===== config.mk =====
export PLATFORM = sky130hd
export DESIGN_NAME = pipe_stage_reg
export DESIGN_NICKNAME = d
export VERILOG_FILES = /design/src/rtl/pipe_stage_reg.sv
export SDC_FILE = /design/constraint.sdc
export NUM_CORES = 1
export LEC_CHECK = 0
export BUFFER_PORTS_ARGS = -buffer_cell sky130_fd_sc_hd__buf_2
export CAP_MARGIN = 20
export CELL_PAD_IN_SITES_DETAIL_PLACEMENT = 1
export CELL_PAD_IN_SITES_GLOBAL_PLACEMENT = 1
export CORE_UTILIZATION = 39
export DETAILED_ROUTE_END_ITERATION = 7
export GPL_TIMING_DRIVEN = 0
export PLACE_DENSITY_LB_ADDON = 0.1
export SKIP_CTS_REPAIR_TIMING = 1
export SLEW_MARGIN = 20
export SYNTH_ARGS = -nofsm -noshare
export SYNTH_HDL_FRONTEND = slang
export SYNTH_SLANG_ARGS = --single-unit

===== constraint.sdc =====
create_clock -name clk -period 1.7 [get_ports clk]
set_input_delay 0.085 -clock clk [delete_from_list [all_inputs] [get_ports clk]]
set_output_delay 0.085 -clock clk [all_outputs]
set_load 0.005 [all_outputs]

===== src/rtl/pipe_stage_reg.sv =====
// pipe_stage_reg: generic elastic pipeline register with valid/ready handshake.
// One parametrised stage replaces the fixed per-stage state structs. It
// supports back-pressure stalls and flushes. SKID=1 adds a second entry so
// in_ready comes straight from a flop, which breaks the combinational ready
// chain between stages.
//
// Ports
//   clk        rising-edge clock
//   rst        synchronous, active-high reset
//   flush      kill all held entries and the current input beat
//   in_valid   upstream beat valid
//   in_ready   stage can accept a beat this cycle
//   in_data    upstream payload (opaque)
//   out_valid  out_data holds a valid beat
//   out_ready  downstream accepts (low = stall)
//   out_data   registered payload to next stage
//   occupancy  entries held: 0..1 (SKID=0), 0..2 (SKID=1)
module pipe_stage_reg #(
  parameter int                   PAYLOAD_W = 64,
  parameter int                   SKID      = 1,
  parameter logic [PAYLOAD_W-1:0] RESET_VAL = '0
) (
  input  logic                 clk,
  input  logic                 rst,
  input  logic                 flush,
  input  logic                 in_valid,
  output logic                 in_ready,
  input  logic [PAYLOAD_W-1:0] in_data,
  output logic                 out_valid,
  input  logic                 out_ready,
  output logic [PAYLOAD_W-1:0] out_data,
  output logic [1:0]           occupancy
);

  // The state encoding equals the entry count, so occupancy, out_valid and
  // the SKID=1 in_ready are all plain bits of the state flop. With SKID=0
  // ST_ONE plays the role of the FULL state.
  localparam logic [1:0] ST_EMPTY = 2'b00;
  localparam logic [1:0] ST_ONE   = 2'b01;
  localparam logic [1:0] ST_TWO   = 2'b10;

  logic [1:0]           state, state_nxt;
  logic [PAYLOAD_W-1:0] main_q, skid_q;
  logic                 accept, out_fire;
  logic                 load_main_in, load_main_skid, load_skid;

  assign accept   = in_valid & in_ready;
  assign out_fire = out_valid & out_ready;

  // A new beat goes straight to the output register when that register is
  // empty or being drained this cycle; otherwise it parks in the skid entry.
  assign load_main_in   = accept & ~flush & ((state == ST_EMPTY) | out_ready);
  assign load_skid      = accept & ~flush & (state == ST_ONE) & ~out_ready;
  assign load_main_skid = out_fire & (state == ST_TWO);

  // State register
  always_ff @(posedge clk) begin
    if (rst) state <= ST_EMPTY;
    else     state <= state_nxt;
  end

  // Next-state logic
  always_comb begin
    state_nxt = state;
    case (state)
      ST_EMPTY: if (accept) state_nxt = ST_ONE;
      ST_ONE: begin
        if ((SKID != 0) && accept && !out_ready) state_nxt = ST_TWO;
        else if (out_fire && !accept)            state_nxt = ST_EMPTY;
      end
      ST_TWO:   if (out_fire) state_nxt = ST_ONE;
      default:  state_nxt = ST_EMPTY;
    endcase
    // Flush wins over any transfer; a concurrent out_fire is still seen
    // downstream, only the held entries and the incoming beat are dropped.
    if (flush) state_nxt = ST_EMPTY;
  end

  // Outputs
  always_comb begin
    out_valid = (state != ST_EMPTY);
    occupancy = state;
    if (SKID != 0) in_ready = ~state[1];
    else           in_ready = out_ready | (state == ST_EMPTY);
  end

  // Payload registers
  always_ff @(posedge clk) begin
    if (rst) begin
      main_q <= RESET_VAL;
      skid_q <= RESET_VAL;
    end else begin
      if (flush)               main_q <= RESET_VAL;
      else if (load_main_in)   main_q <= in_data;
      else if (load_main_skid) main_q <= skid_q;
      if (load_skid)           skid_q <= in_data;
    end
  end

  assign out_data = main_q;

endmodule


==> run summary, run 1 <==
highest clock rate -> 592.9 MHz
DPL Wire Length -> 12.90 mm
post-route ant nets -> 0
post-route setup slack -> 0.01334 ns
final core utilization -> 56.26%
# diodes -> 0
Final Power -> 8.075 mW
Worst Setup Start Kind -> flip-flop
Routed WL -> 20.16 mm
DR pass1 iterations -> 5
Die Wd -> 121.1 µm
vias in the first global route -> 6,049
final worst-path cycle share -> 99.22%
Worst-Margin Slew -> 0.6150 ns
top cells by count, synth -> 130 x dfxtp_1, 129 x nand2_1, 65 x a21oi_1, 65 x nor3_1
Area contributors post-synth -> dfxtp_1 47%, a311oi_1 10%, nand2_1 8.8%
Hold Crit Class -> primary input to flip-flop
WS Path Type -> flip-flop to flip-flop
Die H -> 121.1 µm
post-synthesis cell count -> 674
pre-CTS WS -> 0.05019 ns
Post-synth EDFFs -> 0
YS warnings -> 0
PortBufs -> 136
global-route wire length before repair -> 30.48 mm
Starting Density -> 39.98%
Critical Path End Type -> flip-flop
crit-path max FO -> 10
clk slew on worst S/H paths -> 0.06 ns
Synth async-reset ratio -> 0%
IO Pins -> 137
post-DR wirelength/cell -> 18.54 µm
Rows -> 43
initial antenna violation count -> 0
layout cells sized above 1 -> 25.69%
area grow syn2layout -> 40.72%
GRT Resource Usage Total -> 26.74%
worst endpoint required time -> 1.98 ns
deepest clock path buffer count -> 2
top cell type by total area after synthesis -> dfxtp_1
Detailed Route Iter0 Violations -> 334
CTS HTree Levels -> 4
area share of the largest cell type after synthesis -> 47.08%
Max VDD drop -> 0.6563 mV
outcome -> complete, no violations
register bit total from synthesis -> 130
total CTS buffers -> 17
Slew Viols, Final -> 0
Final #Nets -> 963
Via-to-Cell Ratio -> 5.542
RSZ-0062 raised after global routing -> yes
CTS tree -> built
# setup viols final -> 0
Synth Area per Inst -> 8.201 µm²
Sink Count -> 130
total grt overflow -> 0
min cycle time layout -> 1.687 ns
Final Wtd Congestion -> 0.7790
Netlist cell types -> 27
Die ar. -> 14,650 µm²
syn_nets -> 743
Max Cap Violations -> 0
clk_lat worst skew -> 0.43 ns
Seq/Total Area, Yosys -> 47.08%
final hold vios -> 0
Synth Cell Area -> 5528 µm²
LEAKAGE -> 2.966 nW
most common cell in the netlist -> dfxtp_1
root buf cell -> clkbuf_16
slew margin rel. -> 59.00%
DR DRC count -> 0
most used flip-flop cell after synthesis -> dfxtp_1
Via Count -> 6,024
core area -> 13,830 µm²
pin count of the biggest net entering global routing -> 17
power density cells -> 1038 nW/µm²
Worst Skew -> 0.006315 ns
Critical Path AT -> 1.97 ns
==> cell type report <==
cell class              instances  area, µm²
plain buffers                  77      471.7
clock buffers                  23      498.0
clock inverters                 9      173.9
fillers                      1669       6048
inverters                       1      3.754
multi-input cells             466       2471
flip-flops and latches        130       2604
well taps                     180      225.2
repair buffers                201       1331
==> power by group <==
part / internal (mW) / switching, mW / leakage [nW]
Clock: 2.79 / 1.38 / 0.333
Sequential: 3.12 / 0.0404 / 1.05
Combinational: 0.328 / 0.420 / 1.58
==> routing by layer <==
layer  routed length (µm)  vias to the layer above  global-route usage, %
met2                 9936                      153                  44.82
li1                     -                     2867                      -
met3                  780                       30                  5.357
met5                    0                        -                      0
met1                 9108                     2974                  33.90
met4                  330                        0                  9.645
==> state kept, by name, indices dropped and copies added, names as in the netlist <==
signal	cells
occupancy	2
out_data	64
skid_q	64
==> cells by family (layout without fill, tap and decap cells) <==
kind of cell           count (synthesis)  in the layout  synth area share [%]
AO/OA/AOI/OAI                        195            195                 22.20
multiplexers                           1              1                0.1811
buffers and inverters                 78            311                 8.420
AND/OR/NAND/NOR                      270            270                 22.11
flip-flops                           130            130                 47.08
==> worst max-delay path, stage by stage (launching register included) <==
cell and delay (ns):
dfxtp_1 0.32, buf_6 0.14, or3b_4 0.41, buf_6 0.17
buf_6 0.15, nor3_1 0.23, a311oi_1 0.11
==> per-stage QoR <==
| stage | setup TNS (ns) | instance area [µm²] | cells | hold WS (ns) |
|---|---|---|---|---|
| after global placement | 0 | 6434 | 990 | 0.3519 |
| after detailed placement | 0 | 6434 | 990 | 0.3598 |
| after CTS | 0 | 7106 | 1022 | -0.09310 |
| after floorplan | 0 | 5528 | 674 | 0.1619 |
| after global routing | -0.03457 | 7779 | 1087 | 0.1175 |
| final | 0 | 7779 | 1087 | 0.1067 |
==> layout by cell type (no fill, tap or decap), drive strengths merged <==
| cell type | Yosys | final |
|---|---|---|
| o21ai | 64 | 64 |
| mux2i | 1 | 1 |
| a311oi | 64 | 64 |
| nand3 | 64 | 64 |
| nand2 | 130 | 130 |
| and2b | 1 | 1 |
| nor3b | 1 | 1 |
| dfxtp | 130 | 130 |
| o21a | 1 | 1 |
| o21ba | 1 | 1 |
| nand2b | 1 | 1 |
| nor3 | 65 | 65 |
| and3b | 1 | 1 |
| clkinv | 0 | 4 |
| or3b | 2 | 2 |
| bufinv | 0 | 5 |
| buf | 56 | 189 |
| dlygate4sd3 | 0 | 65 |
| nor2 | 1 | 1 |
| or2 | 2 | 2 |
| a21oi | 65 | 65 |
| nand3b | 2 | 2 |
| clkbuf | 21 | 47 |
| inv | 1 | 1 |
==> path summary, 6_finish.rpt <==
check | endpoint | slack [ns] | from | depth (start not counted)
max reg2reg | out_data[17] | 0.01 | occupancy[1] | 6
min | occupancy[1] | 0.11 | in_valid | 4
min reg2reg | skid_q[5] | 0.47 | skid_q[5] | 2
max | out_data[17] | 0.01 | occupancy[1] | 6
(Power assumes the default switching activity.)
==> run 2, diff against run 1 <==
CORE_ASPECT_RATIO = 1.2   (was unset)
==> run 2 against run 1 <==
Compared with the run above:
- sequential share of layout area increased by 0.38 points
- cell count down 0.92%
- clock power decreased by 11%
- wire length rose by 0.15%
- die area hardly changed
- largest cell class unchanged
- hold slack got worse by 0.067 ns
- first-iteration DRC count is 20% lower
- sequential cell count did not move
- critical endpoint is now skid_q[62]
- critical path depth did not move
- maximum frequency increased by 3.0%
==> run summary, run 2 (same netlist as run 1, synthesis figures left out) <==
Detailed Route Iter0 Violations -> 267
highest clock rate -> 610.5 MHz
hold slack -> 0.03935 ns
LEAKAGE -> 2.927 nW
GRT Resource Usage Total -> 26.00%
clk_lat worst skew -> 0.42 ns
DPL Wire Length -> 13.04 mm
total grt overflow -> 0
Final Power -> 7.627 mW
area grow syn2layout -> 39.16%
commonest cells after routing, fill and taps aside -> 164 x buf_2, 129 x nand2_1, 129 x dfxtp_1, 65 x a21oi_1
Final #Nets -> 962
Via-to-Cell Ratio -> 5.624
total CTS buffers -> 17
pin count of the biggest net entering global routing -> 17
PortBufs -> 136
Starting Density -> 40.00%
worst endpoint required time -> 1.98 ns
R2R setup slack -> 0.06 ns
RSZ-0062 raised after global routing -> no
hold path startpoint -> in_data[62]
cells on worst reg2reg path -> 6
Die H -> 132.4 µm
most common cell after layout, fill and taps aside -> buf_2
Hold EP -> skid_q[62]
Slew Viols, Final -> 0
Via Count -> 6,057
Max VDD drop -> 0.6325 mV
post-route setup slack -> 0.06193 ns
root buf cell -> clkbuf_16
most used cell, CP -> buf_6
Die ar. -> 14,660 µm²
clk slew on worst S/H paths -> 0.06 ns
final hold vios -> 0
CTS HTree Levels -> 4
pre-CTS WS -> 0.04033 ns
CP max stage delay -> 0.40 ns
global-route wire length before repair -> 30.41 mm
P_int -> 5.811 mW
Clock Power Share -> 48.8%
Worst Skew -> 0.009435 ns
final setup TNS -> 0 ns
Hold Crit Depth -> 3
Critical Path AT -> 1.91 ns
Hold Crit Class -> primary input to flip-flop
CP Cell Sequence -> buf_6 -> or3b_4 -> buf_6 -> buf_6 -> o21ai_1 -> a21oi_1
switching power total -> 1.816 mW
post-route ant nets -> 0
Die Wd -> 110.7 µm
layout cells sized above 1 -> 25.83%
# setup viols final -> 0
Worst-Margin Slew -> 0.5981 ns
DR pass1 iterations -> 5
Worst Setup Start Kind -> flip-flop
core area -> 13,820 µm²
CTS tree -> built
final worst-path cycle share -> 96.36%
slew margin rel. -> 60.13%
sequential share of power -> 41.4%
WS Path Type -> flip-flop to flip-flop
DR DRC count -> 0
fillers -> 1,719
IO Pins -> 137
post-DR wirelength/cell -> 18.74 µm
outcome -> complete, no violations
vias in the first global route -> 6,031
reg2reg end -> skid_q[62]
Critical Path End Type -> flip-flop
Comb power frac -> 9.8%
Sink Count -> 130
min cycle time layout -> 1.638 ns
# diodes -> 0
initial antenna violation count -> 0
crit-path max FO -> 10
power density cells -> 991.4 nW/µm²
reg2reg start -> occupancy[1]
Max Cap Violations -> 0
switching share of power -> 23.81%
final core utilization -> 55.66%
Final Wtd Congestion -> 0.7891
Rows -> 47
Slowest cell on crit path -> or3b_4
Routed WL -> 20.19 mm
deepest clock path buffer count -> 2
==> run 2: changes by cell type in the layout (fill, tap and decap cells not counted), moves of 2 or more <==
cell	change
clkinvlp_4	+2
clkinv_2	+3
clkbuf_8	-3
bufinv_16	-2
buf_2	-2
==> run 2: worst max-delay path by stage <==
stage / from / endpoint / slack (ns) / cells after the start
after global placement: occupancy[0] / out_data[29] / 0.12 / 5
after detailed placement: occupancy[0] / skid_q[26] / 0.04 / 5
final: occupancy[1] / skid_q[62] / 0.06 / 6
after floorplan: occupancy[1] / out_data[44] / 0.27 / 6
after CTS: occupancy[0] / out_data[9] / 0.01 / 5
after global routing: occupancy[1] / out_data[9] / 0.02 / 6
==> run 2: metrics by stage <==
step / instances / cell area [µm²]
3_5_place_dp: 981 / 6422
4_1_cts: 1013 / 7018
5_1_grt: 1077 / 7692
6_report: 1077 / 7692
2_1_floorplan: 674 / 5528
3_3_place_gp: 981 / 6422
==> run 2: cell type report <==
cell class | count | area [µm²] | share of cell area (%)
well taps | 171 | 214.0 | 2.781
repair buffers | 200 | 1321 | 17.18
clock buffers | 21 | 460.4 | 5.986
inverters | 1 | 3.754 | 0.04880
flip-flops and latches | 130 | 2604 | 33.85
plain buffers | 77 | 478.0 | 6.213
multi-input cells | 466 | 2476 | 32.19
clock inverters | 11 | 135.1 | 1.757
==> run 2: critical path: cells and delay by family (launching register included) <==
kind | cells | cell delay, ns
AO/OA/AOI/OAI | 2 | 0.30
flip-flops | 1 | 0.32
buffers and inverters | 3 | 0.47
AND/OR/NAND/NOR | 1 | 0.40
==> run 2: routing by layer <==
| metal | vias to the layer above | routed length [µm] | share of wire, % | track usage (%) |
|---|---|---|---|---|
| met5 | - | 0 | 0 | 0 |
| met1 | 2992 | 8744 | 43 | 31.19 |
| li1 | 2875 | - | - | - |
| met3 | 39 | 641 | 3.2 | 4.352 |
| met2 | 151 | 10320 | 51 | 46.14 |
| met4 | 0 | 475 | 2.4 | 10.30 |
==> run 2: power by group through the flow <==
| stage | sequential (mW) | combinational (mW) | clock (mW) |
|---|---|---|---|
| 2_1_floorplan | 3.22 | 0.321 | 0 |
| 3_3_place_gp | 3.22 | 0.599 | 0 |
| 3_5_place_dp | 3.22 | 0.620 | 0 |
| 4_1_cts | 3.15 | 0.624 | 3.76 |
| 5_1_grt | 3.16 | 0.807 | 3.87 |
| 6_report | 3.16 | 0.750 | 3.72 |
